`src/rtl/spi_mem_loader.sv`:
```
// -----------------------------------------------------------------------------
// spi_mem_loader
//   Boot loader between the SPI slave and the instruction/data RAM port.
//   Received SPI words are buffered in a small FIFO and parsed as framed
//   packets:
//     header (opcode[DATA_WIDTH-1 -:8], len[15:0]) -> base address ->
//     len data words -> checksum (sum of data words mod 2^DATA_WIDTH).
//   Each data word becomes one memory write; only one transaction is ever
//   outstanding. The core is kept in reset until a RUN header arrives.
//
// Ports
//   clk_sys_i, rst_sys_i   system clock, asynchronous active-high reset
//   rx_valid_i, rx_data_i  one-cycle word strobe and word from the SPI slave
//   ss_i                   pad chip select (active low, asynchronous)
//   mem_*                  request/grant/response memory write port
//   core_rst_no            core reset (active low), 0 out of reset
//   busy_o                 FSM not idle
//   done_o                 pulse: packet written and checksum matched
//   err_valid_o/err_code_o pulse + held code (1 header, 2 checksum, 3 abort)
//   overflow_o             sticky: a word arrived while the FIFO was full
// -----------------------------------------------------------------------------
module spi_mem_loader #(
  parameter int DATA_WIDTH = 32,
  parameter int ADDR_WIDTH = 32,
  parameter int FIFO_DEPTH = 8
) (
  input  logic                    clk_sys_i,
  input  logic                    rst_sys_i,
  input  logic                    rx_valid_i,
  input  logic [DATA_WIDTH-1:0]   rx_data_i,
  input  logic                    ss_i,
  output logic                    mem_req_o,
  input  logic                    mem_gnt_i,
  input  logic                    mem_rvalid_i,
  output logic                    mem_we_o,
  output logic [ADDR_WIDTH-1:0]   mem_addr_o,
  output logic [DATA_WIDTH-1:0]   mem_wdata_o,
  output logic [DATA_WIDTH/8-1:0] mem_be_o,
  output logic                    core_rst_no,
  output logic                    busy_o,
  output logic                    done_o,
  output logic                    err_valid_o,
  output logic [1:0]              err_code_o,
  output logic                    overflow_o
);

  localparam int PTR_W = $clog2(FIFO_DEPTH);
  localparam int BE_W  = DATA_WIDTH / 8;

  localparam logic [PTR_W:0]          PTR_ONE   = {{PTR_W{1'b0}}, 1'b1};
  localparam logic [ADDR_WIDTH-1:0]   ADDR_STEP = ADDR_WIDTH'(BE_W);

  localparam logic [7:0] OP_WRITE = 8'hA5;
  localparam logic [7:0] OP_RUN   = 8'h5A;

  localparam logic [1:0] ERR_NONE   = 2'd0;
  localparam logic [1:0] ERR_HEADER = 2'd1;
  localparam logic [1:0] ERR_CSUM   = 2'd2;
  localparam logic [1:0] ERR_ABORT  = 2'd3;

  localparam logic [2:0] S_IDLE  = 3'd0;
  localparam logic [2:0] S_ADDR  = 3'd1;
  localparam logic [2:0] S_DATA  = 3'd2;
  localparam logic [2:0] S_REQ   = 3'd3;
  localparam logic [2:0] S_RESP  = 3'd4;
  localparam logic [2:0] S_CHECK = 3'd5;

  // ---------------------------------------------------------------------------
  // Registers and wires
  // ---------------------------------------------------------------------------
  logic                  r_ss_meta;
  logic                  r_ss_hi;

  logic [DATA_WIDTH-1:0] r_fifo_mem [FIFO_DEPTH];
  logic [PTR_W:0]        r_wr_ptr;
  logic [PTR_W:0]        r_rd_ptr;
  logic                  r_overflow;

  logic [2:0]            r_state;
  logic [15:0]           r_remaining;
  logic [ADDR_WIDTH-1:0] r_addr;
  logic [DATA_WIDTH-1:0] r_wdata;
  logic [DATA_WIDTH-1:0] r_sum;
  logic                  r_req;
  logic                  r_core_rst_n;
  logic                  r_done;
  logic                  r_err_valid;
  logic [1:0]            r_err_code;

  logic                  w_empty;
  logic                  w_full;
  logic                  w_push;
  logic                  w_pop;
  logic                  w_flush;
  logic                  w_abort;
  logic [DATA_WIDTH-1:0] w_head;
  logic [7:0]            w_opcode;
  logic [15:0]           w_len;
  logic                  w_is_write;
  logic                  w_is_run;
  logic [ADDR_WIDTH-1:0] w_head_addr;

  // ---------------------------------------------------------------------------
  // FIFO status and header decode
  // ---------------------------------------------------------------------------
  assign w_empty    = (r_wr_ptr == r_rd_ptr);
  assign w_full     = (r_wr_ptr[PTR_W] != r_rd_ptr[PTR_W]) &&
                      (r_wr_ptr[PTR_W-1:0] == r_rd_ptr[PTR_W-1:0]);
  assign w_head     = r_fifo_mem[r_rd_ptr[PTR_W-1:0]];
  assign w_opcode   = w_head[DATA_WIDTH-1:DATA_WIDTH-8];
  assign w_len      = w_head[15:0];
  assign w_is_write = (w_opcode == OP_WRITE) && (w_len != 16'd0);
  assign w_is_run   = (w_opcode == OP_RUN);

  // A full FIFO still accepts a word when the FSM pops in the same cycle.
  assign w_push = rx_valid_i && (!w_full || w_pop);

  // Base address word: truncate or zero-extend to the address width.
  if (ADDR_WIDTH <= DATA_WIDTH) begin : g_addr_trunc
    assign w_head_addr = w_head[ADDR_WIDTH-1:0];
  end else begin : g_addr_ext
    assign w_head_addr = {{(ADDR_WIDTH-DATA_WIDTH){1'b0}}, w_head};
  end

  // Pop/flush/abort decisions for the current state.
  always_comb begin
    w_pop   = 1'b0;
    w_abort = 1'b0;
    w_flush = 1'b0;
    case (r_state)
      S_IDLE: begin
        w_pop   = !w_empty;
        w_flush = !w_empty && !w_is_write && !w_is_run;
      end
      S_ADDR, S_DATA, S_CHECK: begin
        w_pop   = !w_empty;
        w_abort = w_empty && r_ss_hi;
        w_flush = w_empty && r_ss_hi;
      end
      default: begin
        w_pop   = 1'b0;
        w_abort = 1'b0;
        w_flush = 1'b0;
      end
    endcase
  end

  // ---------------------------------------------------------------------------
  // Chip-select synchroniser (reset to the deselected level)
  // ---------------------------------------------------------------------------
  // Two-flop synchroniser for the pad chip select.
  always_ff @(posedge clk_sys_i or posedge rst_sys_i) begin
    if (rst_sys_i) begin
      r_ss_meta <= 1'b1;
      r_ss_hi   <= 1'b1;
    end else begin
      r_ss_meta <= ss_i;
      r_ss_hi   <= r_ss_meta;
    end
  end

  // ---------------------------------------------------------------------------
  // Receive FIFO
  // ---------------------------------------------------------------------------
  // FIFO storage; contents are qualified by the pointers so no reset needed.
  always_ff @(posedge clk_sys_i) begin
    if (w_push) begin
      r_fifo_mem[r_wr_ptr[PTR_W-1:0]] <= rx_data_i;
    end
  end

  // FIFO pointers and sticky overflow flag.
  always_ff @(posedge clk_sys_i or posedge rst_sys_i) begin
    if (rst_sys_i) begin
      r_wr_ptr   <= '0;
      r_rd_ptr   <= '0;
      r_overflow <= 1'b0;
    end else begin
      if (w_push) begin
        r_wr_ptr <= r_wr_ptr + PTR_ONE;
      end
      // Flushing drops every stored word but keeps a word arriving this cycle.
      if (w_flush) begin
        r_rd_ptr <= r_wr_ptr;
      end else if (w_pop) begin
        r_rd_ptr <= r_rd_ptr + PTR_ONE;
      end
      if (rx_valid_i && !w_push) begin
        r_overflow <= 1'b1;
      end
    end
  end

  // ---------------------------------------------------------------------------
  // Packet FSM and memory request
  // ---------------------------------------------------------------------------
  // Packet parser, write sequencing, checksum and status outputs.
  always_ff @(posedge clk_sys_i or posedge rst_sys_i) begin
    if (rst_sys_i) begin
      r_state      <= S_IDLE;
      r_remaining  <= 16'd0;
      r_addr       <= '0;
      r_wdata      <= '0;
      r_sum        <= '0;
      r_req        <= 1'b0;
      r_core_rst_n <= 1'b0;
      r_done       <= 1'b0;
      r_err_valid  <= 1'b0;
      r_err_code   <= ERR_NONE;
    end else begin
      r_done      <= 1'b0;
      r_err_valid <= 1'b0;
      if (w_abort) begin
        r_err_code  <= ERR_ABORT;
        r_err_valid <= 1'b1;
        r_state     <= S_IDLE;
      end else begin
        case (r_state)
          S_IDLE: begin
            if (!w_empty) begin
              if (w_is_write) begin
                r_remaining  <= w_len;
                r_core_rst_n <= 1'b0;
                r_err_code   <= ERR_NONE;
                r_state      <= S_ADDR;
              end else if (w_is_run) begin
                r_core_rst_n <= 1'b1;
                r_err_code   <= ERR_NONE;
              end else begin
                r_err_code  <= ERR_HEADER;
                r_err_valid <= 1'b1;
              end
            end
          end
          S_ADDR: begin
            if (!w_empty) begin
              r_addr  <= w_head_addr;
              r_sum   <= '0;
              r_state <= S_DATA;
            end
          end
          S_DATA: begin
            if (!w_empty) begin
              r_sum   <= r_sum + w_head;
              r_wdata <= w_head;
              r_req   <= 1'b1;
              r_state <= S_REQ;
            end
          end
          S_REQ: begin
            // Address/data stay frozen until the grant; request drops next cycle.
            if (mem_gnt_i) begin
              r_req   <= 1'b0;
              r_state <= S_RESP;
            end
          end
          S_RESP: begin
            if (mem_rvalid_i) begin
              r_addr      <= r_addr + ADDR_STEP;
              r_remaining <= r_remaining - 16'd1;
              if (r_remaining == 16'd1) begin
                r_state <= S_CHECK;
              end else begin
                r_state <= S_DATA;
              end
            end
          end
          S_CHECK: begin
            if (!w_empty) begin
              if (w_head == r_sum) begin
                r_done <= 1'b1;
              end else begin
                r_err_code  <= ERR_CSUM;
                r_err_valid <= 1'b1;
              end
              r_state <= S_IDLE;
            end
          end
          default: begin
            r_req   <= 1'b0;
            r_state <= S_IDLE;
          end
        endcase
      end
    end
  end

  // ---------------------------------------------------------------------------
  // Outputs (all derived directly from registers)
  // ---------------------------------------------------------------------------
  assign mem_req_o   = r_req;
  assign mem_we_o    = r_req;
  assign mem_be_o    = {BE_W{r_req}};
  assign mem_addr_o  = r_addr;
  assign mem_wdata_o = r_wdata;
  assign core_rst_no = r_core_rst_n;
  assign busy_o      = (r_state != S_IDLE);
  assign done_o      = r_done;
  assign err_valid_o = r_err_valid;
  assign err_code_o  = r_err_code;
  assign overflow_o  = r_overflow;

endmodule

```
`config.mk`:
```
export PLATFORM = sky130hd
export DESIGN_NAME = spi_mem_loader
export DESIGN_NICKNAME = d
export VERILOG_FILES = /design/src/rtl/spi_mem_loader.sv
export SDC_FILE = /design/constraint.sdc
export NUM_CORES = 1
export LEC_CHECK = 0
export CORE_MARGIN = 2
export CORE_UTILIZATION = 40
export CTS_BUF_LIST = sky130_fd_sc_hd__clkbuf_2 sky130_fd_sc_hd__clkbuf_4 sky130_fd_sc_hd__clkbuf_8
export CTS_CLUSTER_SIZE = 10
export DETAILED_ROUTE_END_ITERATION = 16
export GPL_TIMING_DRIVEN = 0
export PLACE_DENSITY = 0.66
export SYNTH_ARGS = -nofsm -noshare
export SYNTH_HDL_FRONTEND = slang
export SYNTH_SLANG_ARGS = --single-unit
```
`constraint.sdc`:
```
create_clock -name clk_sys_i -period 6.6 [get_ports clk_sys_i]
set_input_delay 0.66 -clock clk_sys_i [delete_from_list [all_inputs] [get_ports clk_sys_i]]
set_output_delay 0.66 -clock clk_sys_i [all_outputs]
set_load 0.005 [all_outputs]
```
==> results.md <==
Outcome:
- The run finished with clean final reports.

Synthesis:
- The share of synthesized area occupied by flip-flops and latches is 61.21%.
- The synthesized net count is 1453.
- The cell area that synthesis handed to floorplanning was 17960 um2.
- In this run, synthesis inferred 256 flip-flops with an integrated enable.
- The Yosys step of the flow raised 0 warnings.
- The synthesized netlist devotes 10.83% of its cell area to compound gates.
- Multiplexer cells account for 10.57% of the synthesized area.
- The area share of xor/xnor cells in the synthesized design is 1.463%.
- After Yosys synthesis, and, or, nand and nor cells account for 10.41% of the synthesized area.
- The library cell with the largest summed area after synthesis is sky130_fd_sc_hd__edfxtp_1.
- Dividing the synthesized area by the synthesized cell count gives 13.03 um2.
- For this run, the leading register cell type out of synthesis is sky130_fd_sc_hd__edfxtp_1.
- After technology mapping, the gate count stands at 1378.
- The async set or reset register ratio after synthesis is 34.02%.
- The number of distinct library cell variants in the gate-level netlist after synthesis is 84.
- The arithmetic-cell share of the synthesized area counting full adders, half adders and majority gates is 2.619%.
- The top-area cell type share of the netlist area is 42.80%.
- By area, the combinational part of the netlist is dominated by compound AO/OA/AOI/OAI gates.
- Ranked by total cell area, the synthesized netlist is headed by sky130_fd_sc_hd__edfxtp_1 (43%), sky130_fd_sc_hd__dfrtp_1 (18%), sky130_fd_sc_hd__mux4_2 (6.9%), sky130_fd_sc_hd__nand2_1 (3.6%), sky130_fd_sc_hd__o21ai_0 (2.7%).
- The number of synthesized register bits is 388.

Timing:
- The final count of pins violating max slew was 0.
- The final count of negative-setup-slack endpoints is 0.
- The slew at the pin closest to its max-slew limit is 1154 ps.
- The smallest hold slack is 355.4 ps.
- In the finished design, the share of the clock period the worst path needs comes to 91.81%.
- The worst-case headroom to the max-slew limit is 22.48%.
- The final hold violation count came to 0.
- The clock skew is 27.69 ps.
- The shortest period the worst path allows is 6059 ps.
- Setup repair after global routing left no endpoint under its margin.
- The maximum clock frequency is 165.0 MHz.

Floorplan:
- The die height is 215.9 um.
- The area enclosed by the die boundary is 46610 um2.
- In this run the horizontal extent of the chip is 215.9 um.
- The effective utilization at floorplan is 40.53%.
- After floorplanning, the core was divided into 77 placement rows.
- After floorplanning, the core was sized to cover 44320 um2.
- The number of top-level pins is 115.

Setup path:
- The kind of capture point of the worst setup path is a register.
- The cell seen most often among critical-path stages is sky130_fd_sc_hd__buf_2.
- The worst setup path category is reg -> reg.
- In this design, the largest share of critical-path delay is due to buffers and inverters.
- The largest stage delay on the critical path is 690 ps.
- The worst setup path is launched from a register.
- Together, buffers and inverters on the worst path number 5.
- STA puts the critical path data required time at 7120 ps.
- Of all nets on the critical path, the largest fanout is 19.
- At the worst endpoint, the arrival time is 6580 ps.
- Traced cell by cell, the critical path runs through buf_2 -> clkbuf_1 -> buf_1 -> buf_2 -> mux2i_1 -> inv_1 -> ha_1 -> and4_1 -> and2_0 -> o21ai_0 -> a211oi_1 -> o2111ai_1 -> a21boi_0 -> or3_1 -> a32o_1.
- The cell at the slowest stage of the critical path is sky130_fd_sc_hd__mux2i_1.

GRT:
- For this run, global-route usage on met2 was measured as 34.81%.
- The number of global-route vias before repair is 12570.
- The initial antenna violation count is 1.
- The met3 track demand over resource is 3.707%.
- Global routing consumed, on the met1 layer, 27.65% of the routing resources.
- In this run the most used layer during global routing was met2.
- Global routing used 21.17% of the available tracks.
- The first global-routing pass estimated 74.87 mm of wire.
- The largest net degree at the start of global routing is 90.
- The total overflow left after global routing is 0.

Drt:
- The DRC violation count after routing is 0.
- After the first detailed-routing iteration, the DRC count stood at 1181.
- The first TritonRoute pass finished after 6 iterations.
- The count of nets left with antenna violations after detail routing is 0.
- The wire length after detailed routing is 49.20 mm.
- In the final routed layout, each cell accounts on average for 22.21 um.
- After detailed routing, the number of vias per cell comes to 5.689.
- The vias after detailed routing is 12600.

Pwr:
- Dividing total power by cell area gives a power density of 559.8 nW/um2.
- The standby leakage power is 7.935 nW.
- The worst-case IR drop observed on VDD is 0.0002299 V.

Final layout:
- The number of antenna diodes is 0.
- The area growth from synthesis to layout is 19.89%.
- The final design area excluding fillers is 21530 um2.
- The finished layout holds 2215 standard cells, fillers aside.
- After the last flow step, the layout net total stands at 1649.
- The fraction of final layout cells sized beyond drive strength 1 is 14.97%.
- The final standard cell utilization of the core is 48.59%.

Clock network:
- The total clock sinks is 388.
- The number of buffers inserted to repair setup after CTS is 0.
- After clock tree synthesis, the flow added hold-fix buffers numbering 0.
- The clock-pin slew on the worst setup and hold paths is 60 ps.
- The CTS buffer count is 67.
- Counting along the longest clock path gives a buffer depth of 3.
- For the worst-skew pair, the clock arrives at the later sink with an insertion delay of 630 ps.
- The clock tree from TritonCTS is done.
- CTS built an H-tree with a depth of 3.
- The root cell of the clock tree is sky130_fd_sc_hd__clkbuf_8.

Placement:
- Once detailed placement completed, the half-perimeter wirelength came to 34.95 mm.
- The final RePlAce weighted congestion is 0.9418.
- The count of input and output buffers is 114.
- Summing all placed instances gives a cell area of 20140 um2.
- In this run, placement finished with an instance count of 2098.

Min path:
- The worst min-delay path class is reg -> reg.

Flow run:
- The tool flagged a number of max-cap violations equal to 0.
repair_timing:
| action | in CTS | in global routing |
|---|---|---|
| hold endpoints to repair | 0 | 0 |
| gates resized for setup | 1 | 0 |
| setup endpoints to repair | 1 | 6 |
path summary, 6_finish.rpt:
check                           slack, ps         from  depth (start not counted)        endpoint
worst max-delay path                  540  r_rd_ptr[2]                         15       r_sum[30]
worst min-delay path                  360    r_ss_meta                          0         r_ss_hi
max in group asynchronous            5350    rst_sys_i                          3  mem_wdata_o[6]
worst max register to register        540  r_rd_ptr[2]                         15       r_sum[30]
min in group asynchronous             440    rst_sys_i                          2      r_state[0]
worst min register to register        360    r_ss_meta                          0         r_ss_hi
state kept, by name, indices dropped and copies added (netlist names):
register,count
r_wr_ptr,4
core_rst_no,1
r_ss_meta,1
r_sum,32
r_ss_hi,1
mem_wdata_o,32
overflow_o,1
r_state,3
err_code_o,2
mem_addr_o,32
done_o,1
r_fifo_mem,256
r_rd_ptr,4
r_remaining,16
mem_req_o,1
err_valid_o,1
cells by family (layout without fill, tap and decap cells):
logic type,count (synthesis),after routing
multiplexers,101,101
flip-flops,388,388
AND/OR/NAND/NOR,395,395
buffers and inverters,116,361
XOR/XNOR,30,30
AO/OA/AOI/OAI,311,311
adder cells (fa/ha/maj),37,37
cells in the final DEF, fill, tap and decap left out, types with 9 or more instances in the layout:
| master | Yosys | final |
|---|---|---|
| sky130_fd_sc_hd__nor3_1 | 26 | 24 |
| sky130_fd_sc_hd__xnor2_1 | 18 | 18 |
| sky130_fd_sc_hd__nand2_1 | 170 | 170 |
| sky130_fd_sc_hd__o21ai_1 | 10 | 10 |
| sky130_fd_sc_hd__o22ai_1 | 12 | 12 |
| sky130_fd_sc_hd__clkdlybuf4s50_1 | 0 | 114 |
| sky130_fd_sc_hd__a21oi_1 | 84 | 84 |
| sky130_fd_sc_hd__clkbuf_8 | 0 | 74 |
| sky130_fd_sc_hd__nand4_1 | 15 | 15 |
| sky130_fd_sc_hd__buf_2 | 10 | 10 |
| sky130_fd_sc_hd__clkbuf_1 | 51 | 51 |
| sky130_fd_sc_hd__edfxtp_1 | 256 | 256 |
| sky130_fd_sc_hd__mux4_2 | 55 | 55 |
| sky130_fd_sc_hd__nand2b_1 | 11 | 11 |
| sky130_fd_sc_hd__a22o_1 | 12 | 12 |
| sky130_fd_sc_hd__clkinv_1 | 0 | 11 |
| sky130_fd_sc_hd__nor2_1 | 56 | 50 |
| sky130_fd_sc_hd__inv_1 | 36 | 35 |
| sky130_fd_sc_hd__mux2_2 | 20 | 20 |
| sky130_fd_sc_hd__mux2i_1 | 12 | 11 |
| sky130_fd_sc_hd__ha_1 | 36 | 36 |
| sky130_fd_sc_hd__o21ai_0 | 96 | 96 |
| sky130_fd_sc_hd__o31ai_1 | 10 | 10 |
| sky130_fd_sc_hd__nand3_1 | 42 | 42 |
| sky130_fd_sc_hd__dfrtp_1 | 130 | 130 |
| sky130_fd_sc_hd__a21o_1 | 13 | 13 |
| sky130_fd_sc_hd__clkbuf_4 | 0 | 19 |
| sky130_fd_sc_hd__or3_1 | 12 | 12 |
| sky130_fd_sc_hd__and3_1 | 14 | 14 |
| sky130_fd_sc_hd__nor4_1 | 17 | 17 |
| sky130_fd_sc_hd__xor2_1 | 12 | 12 |
| sky130_fd_sc_hd__mux4_1 | 9 | 9 |
per-layer routing:
layer	share of wire (%)	vias up
li1	-	5661
met1	41	6294
met2	48	525
met3	6.9	119
met4	3.8	2
met5	0.033	-
stage by stage:
step / setup slack [ps] / TNS (ps) / power (mW)
2_1_floorplan: 2097 / 0 / 7.531
3_3_place_gp: -1006 / -56390 / 9.575
3_5_place_dp: -55.05 / -55.05 / 9.754
4_1_cts: 99.20 / 0 / 12.07
5_1_grt: 181.8 / 0 / 12.80
6_report: 540.8 / 0 / 12.05
report_power, final:
group          leakage [nW]  switching, mW  internal (mW)  total (mW)
combinational          3.28           3.63           2.49        6.12
clock                 0.732          0.981           1.30        2.28
sequential             3.92          0.398           3.26        3.65
total                  7.93           5.01           7.04        12.1
Yosys cell counts, drive strengths merged (10+ instances only):
cell,count
xor2,12
a22o,12
dfrtp,130
mux2,23
buf,28
nor2,56
a21o,13
o21ai,108
nand2b,11
o22ai,12
nand2,170
nand3,42
nor4,18
edfxtp,256
nor3,26
o31ai,10
clkbuf,51
ha,36
mux2i,14
a21oi,85
and3,14
inv,37
xnor2,18
mux4,64
nand4,15
or3,12
area by class of cell:
cell class | count | area (um2)
repair buffers | 128 | 1383
inverters | 37 | 143.9
clock inverters | 25 | 227.7
clock buffers | 93 | 1161
flip-flops and latches | 388 | 10990
plain buffers | 78 | 379.1
fillers | 3854 | 22780
multi-input cells | 874 | 6505
well taps | 592 | 740.7
(Power assumes the default switching activity.)
